### config.mk
export PLATFORM = sky130hd
export DESIGN_NAME = count_seq_ctrl
export DESIGN_NICKNAME = d
export VERILOG_FILES = /design/src/rtl/count_seq_ctrl_pkg.sv /design/src/rtl/key_edge_sync.sv /design/src/rtl/count_seq_ctrl.sv
export SDC_FILE = /design/constraint.sdc
export NUM_CORES = 1
export LEC_CHECK = 0
export ABC_AREA = 1
export BUFFER_PORTS_ARGS = -buffer_cell sky130_fd_sc_hd__clkbuf_2
export CAP_MARGIN = 20
export CORE_MARGIN = 4
export CORE_UTILIZATION = 55
export DETAILED_ROUTE_END_ITERATION = 8
export HOLD_SLACK_MARGIN = 0.06
export PLACE_DENSITY = 0.76
export SYNTH_ARGS = -nofsm -noshare
export SYNTH_HDL_FRONTEND = slang
export SYNTH_SLANG_ARGS = --single-unit
### constraint.sdc
create_clock -name clk -period 2.2 [get_ports clk]
set_input_delay 0.11 -clock clk [delete_from_list [all_inputs] [get_ports clk]]
set_output_delay 0.11 -clock clk [all_outputs]
set_load 0.05 [all_outputs]
### src/rtl/count_seq_ctrl_pkg.sv
// Shared constants for the sequence-counter controller: FSM state codes
// (also shown on LEDG) and push-button bit positions.
package count_seq_ctrl_pkg;

    localparam logic [2:0] S_IDLE  = 3'd0;
    localparam logic [2:0] S_LOAD  = 3'd1;
    localparam logic [2:0] S_STEP  = 3'd2;
    localparam logic [2:0] S_RUN   = 3'd3;
    localparam logic [2:0] S_PAUSE = 3'd4;
    localparam logic [2:0] S_DONE  = 3'd5;

    localparam int K_STEP = 0;
    localparam int K_LOAD = 1;
    localparam int K_RUN  = 2;
    localparam int K_CLR  = 3;

endpackage

### src/rtl/key_edge_sync.sv
// Per-bit two-flop synchroniser for active-low push buttons, followed by a
// falling-edge detector that yields a single-cycle press pulse per key.
module key_edge_sync #(
    parameter int W = 4
) (
    input  logic         clk,
    input  logic         reset,
    input  logic [W-1:0] key_n_i,
    output logic [W-1:0] press_o
);

    logic [W-1:0] sync1_q;
    logic [W-1:0] sync2_q;
    logic [W-1:0] prev_q;

    // Reset to all ones so released buttons never look like a press.
    always_ff @(posedge clk) begin
        if (reset) begin
            sync1_q <= '1;
            sync2_q <= '1;
            prev_q  <= '1;
        end else begin
            sync1_q <= key_n_i;
            sync2_q <= sync1_q;
            prev_q  <= sync2_q;
        end
    end

    assign press_o = prev_q & ~sync2_q;

endmodule

### src/rtl/count_seq_ctrl.sv
// Sequences the 4-bit sequence counter from push buttons: load, single step,
// prescaled free-run with optional stop value, pause and done.
module count_seq_ctrl
    import count_seq_ctrl_pkg::*;
#(
    parameter int DIV_W = 26,
    parameter int DIV   = 50000000
) (
    input  logic       clk,
    input  logic       reset,
    input  logic [3:0] key_n,
    input  logic [3:0] sw_load,
    input  logic [3:0] sw_stop,
    input  logic       stop_en,
    input  logic [3:0] cnt_q,
    output logic       cnt_load,
    output logic [3:0] cnt_load_data,
    output logic       cnt_step,
    output logic [2:0] state_o,
    output logic       run_led,
    output logic       done
);

    localparam logic [DIV_W-1:0] DIV_LAST = DIV_W'(DIV - 1);

    logic [3:0]       press;
    logic             p_clr, p_load, p_run, p_step;
    logic [2:0]       state_q, state_d;
    logic [DIV_W-1:0] presc_q, presc_d;
    logic [3:0]       load_data_q, load_data_d;
    logic             stepped_q;
    logic             stop_hit;
    logic             wrap;
    logic             load_strobe, step_strobe;

    key_edge_sync #(.W(4)) u_keys (
        .clk     (clk),
        .reset   (reset),
        .key_n_i (key_n),
        .press_o (press)
    );

    // Only the highest-priority press of a cycle is acted on.
    assign p_clr  = press[K_CLR];
    assign p_load = press[K_LOAD] & ~press[K_CLR];
    assign p_run  = press[K_RUN] & ~press[K_CLR] & ~press[K_LOAD];
    assign p_step = press[K_STEP] & ~press[K_CLR] & ~press[K_LOAD] & ~press[K_RUN];

    assign stop_hit = stepped_q & stop_en & (cnt_q == sw_stop);
    assign wrap     = (presc_q == DIV_LAST);

    always_comb begin
        state_d     = state_q;
        load_data_d = load_data_q;
        load_strobe = 1'b0;
        step_strobe = 1'b0;
        case (state_q)
            S_IDLE, S_PAUSE, S_DONE: begin
                if (p_clr)       state_d = S_IDLE;
                else if (p_load) state_d = S_LOAD;
                else if (p_run)  state_d = S_RUN;
                else if (p_step) state_d = S_STEP;
            end
            S_LOAD: begin
                load_strobe = ~p_clr;
                state_d     = p_clr ? S_IDLE : S_PAUSE;
            end
            S_STEP: begin
                step_strobe = ~p_clr;
                state_d     = p_clr ? S_IDLE : S_PAUSE;
            end
            S_RUN: begin
                // The stop check sees the counter one cycle after its step.
                if (p_clr)         state_d = S_IDLE;
                else if (stop_hit) state_d = S_DONE;
                else if (p_load)   state_d = S_LOAD;
                else if (p_run)    state_d = S_PAUSE;
                else               step_strobe = wrap;
            end
            default: state_d = S_IDLE;
        endcase
        if (state_d == S_LOAD) begin
            load_data_d = sw_load;
        end
    end

    // Prescaler only counts while staying in RUN, so every entry starts at 0.
    always_comb begin
        presc_d = '0;
        if (state_q == S_RUN && state_d == S_RUN) begin
            presc_d = wrap ? '0 : presc_q + DIV_W'(1);
        end
    end

    always_ff @(posedge clk) begin
        if (reset) begin
            state_q     <= S_IDLE;
            presc_q     <= '0;
            load_data_q <= '0;
            stepped_q   <= 1'b0;
        end else begin
            state_q     <= state_d;
            presc_q     <= presc_d;
            load_data_q <= load_data_d;
            stepped_q   <= step_strobe;
        end
    end

    assign cnt_load      = load_strobe;
    assign cnt_step      = step_strobe;
    assign cnt_load_data = load_data_q;
    assign state_o       = state_q;
    assign run_led       = (state_q == S_RUN);
    assign done          = (state_q == S_DONE);

endmodule

==> out/qor.csv, run 1 <==
stage,metric,value,unit
run_status,status,"complete, no violations",
detailed_routing,initial DRC count,101,
synth,cell count after synthesis,325,
synth,"Avg Cell Area, Syn",7.40,um^2
floorplan,Die Span Y,74.1,um
clock_network,CTS sink count,46,
sta,period utilisation layout,0.904,
final_layout,share of layout cells above drive strength 1,0.255,
sta,Fin Clk Skew,0.00793,ns
worst_setup_path,Setup CP Type,flop to output port,
final_layout,synth-to-layout area growth,16.8,%
clock_network,clk_lat worst skew,0.29,ns
synth,largest area contributor in the netlist,dfxtp_1,
sta,f_max,0.503,GHz
worst_setup_path,Crit Path Max Fanout,3,
synth,"Seq/Total Area, Yosys",0.383,
sta,final setup TNS,0,ns
final_layout,fin nets,383,
final_layout,Layout fillers,355,
sta,Slew HR,0.719,
synth,Mapped Nets,345,
synth,Post-synth EDFFs,0,
clock_network,Worst-path clk slew,0.08,ns
floorplan,# IOs,30,
worst_setup_path,Setup crit end kind,output port,
synth,main flop type after synthesis,dfxtp_1,
grt,pin count of the biggest net entering global routing,15,
detailed_routing,Pre-antenna DRT Iters,4,
synth,Yosys cell types,32,
hold_path,worst hold path class,primary input to flop,
grt,antenna violations before repair,0,
sta,final hold violation count,0,
sta,setup ws final,0.211,ns
clock_network,CTS tree,yes,
clock_network,Post-CTS Setup Inserts,0,
placed_design,detailed-placement wirelength estimate,3400,um
floorplan,Die X,74.1,um
placed_design,Setup WS pre-CTS,0.277,ns
synth,post-synthesis register bit count,46,
clock_network,CTS H-tree depth,2,
floorplan,die area,5490,um^2
clock_network,CTS Root Buffer Type,clkbuf_8,
grt,first-pass GRT wire length,7930,um
synth,Post-synth ARST share,0,
detailed_routing,DRC,0,
synth,top post-synthesis cells by area,"dfxtp_1 (38%), nand2_1 (10%), inv_1 (7.8%)",
grt,grt total ovfl,0,
sta,Setup-failing EPs final,0,
sta,Pins Over Slew Limit,0,
floorplan,core box area,4120,um^2
clock_network,CTS max path bufs,2,
synth,synthesized cell area,2400,um^2
final_layout,Reg area,921,um^2
detailed_routing,Antenna Nets Post-Route,0,
worst_setup_path,"Arr. time, crit path",1.88,ns
final_layout,antenna diode count,0,
grt,GRT Total Usage,0.184,
pwr,Pwr Density,667,nW/um^2
floorplan,cell row count,23,
detailed_routing,drt wl/cell,11.1,um
worst_setup_path,Worst Setup Start Kind,flop,
synth,Synth top area share,0.383,
sta,Tmin final,1.99,ns
worst_setup_path,Worst EP required,2.09,ns
sta,final hold slack,0.144,ns
detailed_routing,DRT Wirelength,4590,um
pwr,overall power consumption,1.87,mW
placed_design,IO buf count,29,
clock_network,cts bufs inserted,5,
detailed_routing,DR vias,2015,
flow_run,Max Cap Viol,0,
sta,Worst-Margin Slew,0.418,ns
synth,YS warnings,0,
pwr,Leakage Power,1.18,nW
grt,vias in the first global route,1843,
floorplan,Initial Util,0.584,
sta,unrepaired setup endpoints after global routing,no,
placed_design,routability-driven placement congestion ratio,0.885,
synth,top-count cell post-synth,nand2_1,
pwr,worst vdd ir,0.000427,V
final_layout,area occupied by multi-input gates,1260,um^2
synth,Post-synth top cells,"nand2_1 (65), inv_1 (50), dfxtp_1 (46), nor2_1 (36), nand3_1 (18)",
detailed_routing,via/cell ratio,4.87,
## critical path, cell delays in order (launching register included)
cell	delay [ns]
dfxtp_1	0.37
ha_1	0.24
nand3_4	0.13
nor2_4	0.11
nand3_1	0.09
nor2_2	0.15
nand3_1	0.09
nand2_1	0.06
nand3_1	0.09
inv_1	0.07
buf_4	0.19
## stage by stage
step,util,instance area [um^2],cells
after CTS,0.678,2790,414
after floorplan,-,2400,325
after global placement,0.633,2610,402
after global routing,0.682,2810,414
after detailed placement,0.633,2610,402
final,0.682,2810,414
## layout by cell type, fill, tap and decap left out, types with 2 or more instances in the layout
cell,instances
clkbuf_2,28
nand3_2,2
nor3_1,5
nor3b_1,2
clkinv_1,2
nand4_1,10
nand2_1,65
inv_1,50
nor2_2,15
xnor2_1,5
bufinv_16,2
dlygate4sd3_1,4
inv_2,5
xor2_1,15
a21oi_1,6
nand3_4,2
nand3_1,18
nor4_1,3
nor2_1,34
dfxtp_1,46
or2_2,8
nor2_4,13
clkbuf_8,6
nand2_2,6
## final cells by class
cell class	instances	area share
Clock inverter	2	0.0214
Multi-Input combinational cell	219	0.449
Inverter	57	0.0762
Timing Repair Buffer	34	0.0740
Clock buffer	6	0.0294
Sequential cell	46	0.328
Tap cell	50	0.0223
## sequential cells by signal, indices dropped and copies added (netlist names)
signal	cells
u_keys.sync2_q	4
stepped_q	1
u_keys.sync1_q	4
cnt_load_data	4
presc_q	26
u_keys.prev_q	4
state_o	3
## cells by family after synthesis
group	after synthesis	synth area share
adder cells (fa/ha/maj)	1	0.00520
XOR/XNOR	20	0.0729
AND/OR/NAND/NOR	189	0.419
buffers and inverters	60	0.0999
flip-flops	46	0.383
AO/OA/AOI/OAI	9	0.0203
## worst paths after layout
path,startpoint,end,slack (ns),depth (start not counted)
hold reg to reg,u_keys.sync1_q[2],u_keys.sync2_q[2],0.40,1
hold / removal,sw_load[0],cnt_load_data[0],0.14,5
setup reg to reg,presc_q[0],presc_q[20],0.37,8
setup / recovery,presc_q[0],cnt_step,0.21,10
## what timing repair did
| item | CTS | global route |
|---|---|---|
| gates resized for setup | 1 | 5 |
| endpoints found under the setup margin | 1 | 1 |
| endpoints found under the hold margin | 4 | 0 |
| pin swaps | 0 | 1 |
| hold buffers | 4 | 0 |
## metal layers
metal	global-route usage	up-vias	share of wire
met1	0.240	885	0.49
met4	0.0644	0	0.0041
met2	0.300	54	0.45
met3	0.0405	2	0.063
met5	0	-	0
li1	-	1074	-
## report_power, final
part,switching (mW),internal [mW],total [mW]
clock network,0.273,0.484,0.757
logic,0.167,0.0770,0.244
registers,0.0158,0.857,0.873
(Power assumes the default switching activity.)
==> run 2, diff against run 1 <==
CORE_ASPECT_RATIO = 0.8   (was default)
==> out/qor.csv, run 2 (synthesized netlist as in run 1, its figures left out) <==
stage,metric,value,unit,change
placed_design,Post-DP Area,2610,um^2,+0.34%
run_status,status,"complete, no violations",,
grt,pin count of the biggest net entering global routing,17,,+2
clock_network,CTS Root Buffer Type,clkbuf_8,,
final_layout,antenna diode count,0,,unchanged
sta,Pins Over Slew Limit,0,,unchanged
floorplan,Initial Util,0.572,,-0.0123
clock_network,Worst-path clk slew,0.10,ns,+0.02 ns
pwr,worst vdd ir,0.000375,V,-12%
worst_setup_path,reg2reg end,presc_q[5],,
final_layout,share of layout cells above drive strength 1,0.261,,+0.00549
worst_setup_path,Setup CP Type,flop to output port,,
pwr,Sequential Power Share,0.491,,+0.025
final_layout,most frequent cells in the layout,"nand2_1 (65), inv_1 (50), dfxtp_1 (45)",,
detailed_routing,DRC,0,,unchanged
pwr,Pwr Density,635,nW/um^2,-4.9%
final_layout,fin nets,383,,unchanged
placed_design,detailed-placement wirelength estimate,3460,um,+1.7%
clock_network,CTS max path bufs,2,,unchanged
sta,Worst-Margin Slew,0.402,ns,-0.0162 ns
final_layout,fin util,0.666,,-0.0165
flow_run,Max Cap Viol,0,,unchanged
sta,final setup TNS,0,ns,unchanged
sta,Fin Clk Skew,0.00948,ns,+0.00155 ns
grt,antenna violations before repair,0,,unchanged
clock_network,clk_lat worst skew,0.31,ns,+0.02 ns
final_layout,Finished Cell Area,2800,um^2,-0.31%
pwr,sw power,496,uW,+8.8%
clock_network,cts bufs inserted,5,,unchanged
detailed_routing,via/cell ratio,4.72,,-3.0%
clock_network,CTS H-tree depth,2,,unchanged
grt,grt total ovfl,0,,unchanged
grt,first-pass GRT wire length,8070,um,+1.7%
sta,unrepaired setup endpoints after global routing,no,,
floorplan,# IOs,30,,unchanged
floorplan,core box area,4200,um^2,+2.2%
clock_network,Post-CTS Setup Inserts,0,,unchanged
hold_path,worst hold path class,primary input to flop,,
final_layout,Layout fillers,359,,+1.1%
pwr,Int Power,1.28,mW,-9.7%
sta,Slew HR,0.730,,+0.0109
detailed_routing,Antenna Nets Post-Route,0,,unchanged
worst_setup_path,"Arr. time, crit path",1.86,ns,-0.02 ns
worst_setup_path,R2R Path Start,state_o[0],,
worst_setup_path,CP endpoint,cnt_step,,
worst_setup_path,Worst EP required,2.09,ns,about the same
worst_setup_path,Crit Path Max Fanout,3,,unchanged
pwr,Net Sw Frac,0.279,,+0.0360
detailed_routing,drt wl/cell,10.9,um,-1.7%
detailed_routing,DR vias,1988,,-1.3%
detailed_routing,Pre-antenna DRT Iters,4,,unchanged
worst_setup_path,worst reg2reg path depth,9,,+1
final_layout,synth-to-layout area growth,16.4,%,
worst_setup_path,Worst Setup Start Kind,flop,,
sta,Tmin final,1.97,ns,-0.0231 ns
sta,Setup-failing EPs final,0,,unchanged
detailed_routing,DRT Wirelength,4590,um,about the same
pwr,power share of the clock group,0.370,,-0.034
worst_setup_path,Worst Setup SP,presc_q[0],,
placed_design,routability-driven placement congestion ratio,0.872,,-1.5%
sta,f_max,0.509,GHz,+1.2%
clock_network,CTS tree,yes,,
sta,period utilisation layout,0.894,,-0.0105
grt,vias in the first global route,1907,,+3.5%
pwr,Leakage Power,1.16,nW,-1.2%
worst_setup_path,R2R Setup Slk,0.40,ns,+0.03 ns
clock_network,CTS sink count,46,,unchanged
grt,GRT Total Usage,0.191,,+0.00749
floorplan,Die Span Y,67.1,um,-9.4%
final_layout,"commonest non-fill, non-tap cell in the layout",nand2_1,,
pwr,Comb pwr share,0.139,,+0.009
sta,final hold violation count,0,,unchanged
floorplan,die area,5500,um^2,+0.12%
floorplan,Die X,81.9,um,+11%
final_layout,max reg flops,26,,unchanged
detailed_routing,initial DRC count,122,,+21%
final_layout,Largest Register,presc_q,,
worst_setup_path,Setup crit end kind,output port,,
placed_design,IO buf count,29,,unchanged
floorplan,cell row count,21,,-8.7%
[run 2: cell types whose count changed in the layout (fill, tap and decap cells not counted)]
cell        previous run  this run
bufinv_16              2         1
clkbuf_8               6         5
clkinvlp_4             0         1
dfxtp_1               46        45
dfxtp_2                0         1
inv_8                  0         1
nor4_1                 3         2
nor4_2                 0         1
[run 2: layout make-up]
class | instances | area (um^2) | area share
Multi-Input combinational cell | 219 | 1270 | 0.452
Sequential cell | 46 | 922 | 0.329
Inverter | 57 | 214 | 0.0764
Timing Repair Buffer | 34 | 208 | 0.0742
Tap cell | 57 | 71.3 | 0.0255
Clock buffer | 5 | 68.8 | 0.0246
Clock inverter | 3 | 48.8 | 0.0174
[run 2: through the flow]
stage          hold slack, ns  instances  setup WS, ns  power (mW)
2_1_floorplan           0.188        325         0.138        1.07
3_3_place_gp            0.292        409         0.384        1.13
3_5_place_dp            0.295        409         0.294        1.13
4_1_cts                 0.133        421        0.0394        1.78
5_1_grt                 0.169        421       0.00706        1.86
6_report                0.132        421         0.234        1.78
[run 2: worst min-delay path by stage]
stage               cells after the start                 to        from
floorplan                               1         state_o[1]       reset
global placement                        2  u_keys.sync1_q[1]    key_n[1]
detailed placement                      2  u_keys.sync1_q[1]    key_n[1]
CTS                                     5   cnt_load_data[0]  sw_load[0]
global route                            5   cnt_load_data[3]  sw_load[3]
finish                                  5   cnt_load_data[2]  sw_load[2]
[run 2: what timing repair did]
| item | 4_1_cts | 5_1_grt |
|---|---|---|
| hold buffers | 4 | 0 |
| endpoints found under the hold margin | 4 | 0 |
| setup endpoints to repair | 1 | 1 |
| pin swaps | 0 | 0 |
| gates resized for setup | 1 | 7 |
[run 2: power by group through the flow]
stage / Clock [mW] / Combinational [mW] / Sequential, mW
floorplan: 0 / 0.129 / 0.944
global placement: 0 / 0.236 / 0.891
detailed placement: 0 / 0.239 / 0.892
CTS: 0.665 / 0.246 / 0.872
global route: 0.704 / 0.280 / 0.876
finish: 0.658 / 0.246 / 0.872
[run 2: routing by layer]
layer  routed length (um)  GRT usage  vias to the layer above
met1                 2360      0.257                      870
met4                   76     0.0726                        0
met2                 1970      0.292                       37
li1                     -          -                     1071
met5                    0          0                        -
met3                  187     0.0514                       10
[run 2: critical path, stage by stage, from the launching register on]
cell,delay (ns)
dfxtp_2,0.36
ha_1,0.24
nand3_4,0.13
nor2_4,0.12
nand3_1,0.09
nor2_2,0.15
nand3_1,0.08
nand2_1,0.06
nand3_1,0.08
inv_1,0.06
buf_4,0.19
==> run 3, diff against run 2 <==
BUFFER_PORTS_ARGS = -buffer_cell sky130_fd_sc_hd__buf_2   (was -buffer_cell sky130_fd_sc_hd__clkbuf_2)
==> out/qor.csv, run 3 (synthesized netlist as in run 1, its figures left out) <==
stage,metric,value,unit,change
sta,Slew HR,0.744,,+0.0146
final_layout,area occupied by multi-input gates,1250,um^2,-0.89%
sta,Pins Over Slew Limit,0,,unchanged
final_layout,Largest Register,presc_q,,
pwr,Int Power,1.28,mW,about the same
clock_network,CTS max path bufs,2,,unchanged
final_layout,max reg flops,26,,unchanged
placed_design,detailed-placement wirelength estimate,3390,um,-2.1%
sta,Tmin final,1.98,ns,+0.0181 ns
worst_setup_path,Worst Setup Start Kind,flop,,
floorplan,cell row count,21,,unchanged
placed_design,routability-driven placement congestion ratio,0.834,,-4.4%
worst_setup_path,Setup crit end kind,output port,,
worst_setup_path,worst path cell trace,"ha_2, nand3_2, nor2_4, nand3_1, nor2_2, nand3_1, nand2_1, nand3_1, inv_1, buf_4",,
sta,final hold violation count,0,,unchanged
worst_setup_path,CP max stage delay,0.36,ns,about the same
clock_network,Worst-path clk slew,0.09,ns,about the same
final_layout,fin nets,383,,unchanged
detailed_routing,drt wl/cell,11.0,um,+0.68%
run_status,status,"complete, no violations",,
grt,grt total ovfl,0,,unchanged
detailed_routing,initial DRC count,97,,-20%
pwr,power share of the clock group,0.370,,about the same
worst_setup_path,most frequent CP cell,nand3_1,,
clock_network,CTS Root Buffer Type,clkbuf_8,,
sta,final setup TNS,0,ns,unchanged
worst_setup_path,"Arr. time, crit path",1.87,ns,about the same
worst_setup_path,Crit Path Max Fanout,3,,unchanged
final_layout,Layout fillers,378,,+5.3%
sta,f_max,0.504,GHz,-0.91%
clock_network,cts bufs inserted,5,,unchanged
clock_network,Post-CTS Setup Inserts,0,,unchanged
floorplan,Die X,81.9,um,unchanged
pwr,Pwr Density,638,nW/um^2,+0.52%
worst_setup_path,"delay-heaviest family, CP",simple AND/OR/NAND/NOR gates,,
floorplan,core box area,4200,um^2,unchanged
pwr,Leakage Power,1.16,nW,about the same
placed_design,IO buf count,29,,unchanged
detailed_routing,DRT Wirelength,4620,um,+0.68%
floorplan,Initial Util,0.572,,unchanged
clock_network,CTS tree,yes,,
grt,vias in the first global route,1908,,+0.052%
hold_path,worst hold path class,primary input to flop,,
grt,antenna violations before repair,0,,unchanged
pwr,sw power,497,uW,+0.26%
final_layout,Finished Cell Area,2790,um^2,-0.40%
final_layout,"commonest non-fill, non-tap cell in the layout",nand2_1,,
placed_design,Post-DP Area,2610,um^2,unchanged
sta,period utilisation layout,0.902,,+0.00821
placed_design,Setup WS pre-CTS,0.231,ns,-0.0632 ns
sta,Setup-failing EPs final,0,,unchanged
flow_run,Max Cap Viol,0,,unchanged
sta,Worst-Margin Slew,0.381,ns,-0.0217 ns
detailed_routing,Pre-antenna DRT Iters,4,,unchanged
detailed_routing,DR vias,2003,,+0.75%
worst_setup_path,Crit path buffers/inverters,2,,unchanged
grt,GRT Total Usage,0.192,,+0.000916
sta,setup ws final,0.216,ns,-0.0181 ns
final_layout,synth-to-layout area growth,16.0,%,
final_layout,share of layout cells above drive strength 1,0.261,,unchanged
detailed_routing,DRC,0,,unchanged
final_layout,Reg area,922,um^2,unchanged
detailed_routing,via/cell ratio,4.76,,+0.75%
pwr,Net Sw Frac,0.280,,+0.000402
pwr,overall power consumption,1.78,mW,+0.12%
sta,Fin Clk Skew,0.00599,ns,-0.00348 ns
floorplan,# IOs,30,,unchanged
detailed_routing,Antenna Nets Post-Route,0,,unchanged
clock_network,CTS sink count,46,,unchanged
floorplan,die area,5500,um^2,unchanged
pwr,Comb pwr share,0.139,,about the same
worst_setup_path,Setup CP Type,flop to output port,,
worst_setup_path,Worst EP required,2.09,ns,about the same
final_layout,fin util,0.663,,-0.00268
grt,pin count of the biggest net entering global routing,17,,unchanged
final_layout,most frequent cells in the layout,"nand2_1 (65), inv_1 (50), dfxtp_1 (45)",,
pwr,Sequential Power Share,0.490,,about the same
final_layout,antenna diode count,0,,unchanged
pwr,worst vdd ir,0.000486,V,+30%
worst_setup_path,Crit-path slowest cell,dfxtp_2,,
clock_network,clk_lat worst skew,0.30,ns,about the same
clock_network,CTS H-tree depth,2,,unchanged
floorplan,Die Span Y,67.1,um,unchanged
grt,first-pass GRT wire length,8180,um,+1.4%
[run 3: cell types whose count changed in the layout (fill, tap and decap cells not counted)]
cell      change
nor4_2        -1
ha_1          -1
nor4_1        +1
buf_2        +28
nand3_2       +1
ha_2          +1
nand3_4       -1
clkbuf_2     -28
[run 3: what timing repair did]
action                     CTS  global route
setup endpoints to repair    0             1
gates resized for setup      0             7
hold endpoints to repair     4             0
hold buffers                 4             0
[run 3: per-stage QoR]
| stage | hold slack, ns | cells |
|---|---|---|
| 3_5_place_dp | 0.294 | 409 |
| 4_1_cts | 0.119 | 421 |
| 6_report | 0.127 | 421 |
| 3_3_place_gp | 0.292 | 409 |
| 2_1_floorplan | 0.188 | 325 |
| 5_1_grt | 0.163 | 421 |
[run 3: per-layer routing]
metal | share of wire | up-vias | global-route usage
met5 | 0 | - | 0
met4 | 0.0048 | 0 | 0.0622
met3 | 0.044 | 4 | 0.0459
met2 | 0.44 | 38 | 0.300
met1 | 0.51 | 889 | 0.260
li1 | - | 1072 | -
[run 3: final timing paths]
path | start | end | slack (ns) | cells after the start
worst max-delay path | presc_q[0] | cnt_step | 0.22 | 10
worst min-delay path | sw_load[0] | cnt_load_data[0] | 0.13 | 5
worst max register to register | u_keys.sync2_q[3] | presc_q[5] | 0.32 | 11
worst min register to register | u_keys.sync1_q[0] | u_keys.sync2_q[0] | 0.42 | 1
[run 3: power by group through the flow]
stage	Sequential (mW)	Combinational, mW	Clock, mW
5_1_grt	0.875	0.279	0.711
3_3_place_gp	0.890	0.237	0
4_1_cts	0.872	0.246	0.680
2_1_floorplan	0.944	0.129	0
6_report	0.871	0.248	0.659
3_5_place_dp	0.891	0.240	0
[run 3: tightest hold or removal path, stage by stage]
cell and delay, ns:
buf_2 0.07, inv_1 0.03, nand4_1 0.07, nand2_1 0.05, nor2_1 0.06
[run 3: final cells by class]
| cell class | count | area share |
|---|---|---|
| Inverter | 57 | 0.0768 |
| Tap cell | 57 | 0.0256 |
| Multi-Input combinational cell | 219 | 0.450 |
| Clock buffer | 5 | 0.0247 |
| Sequential cell | 46 | 0.331 |
| Clock inverter | 3 | 0.0175 |
| Timing Repair Buffer | 34 | 0.0745 |
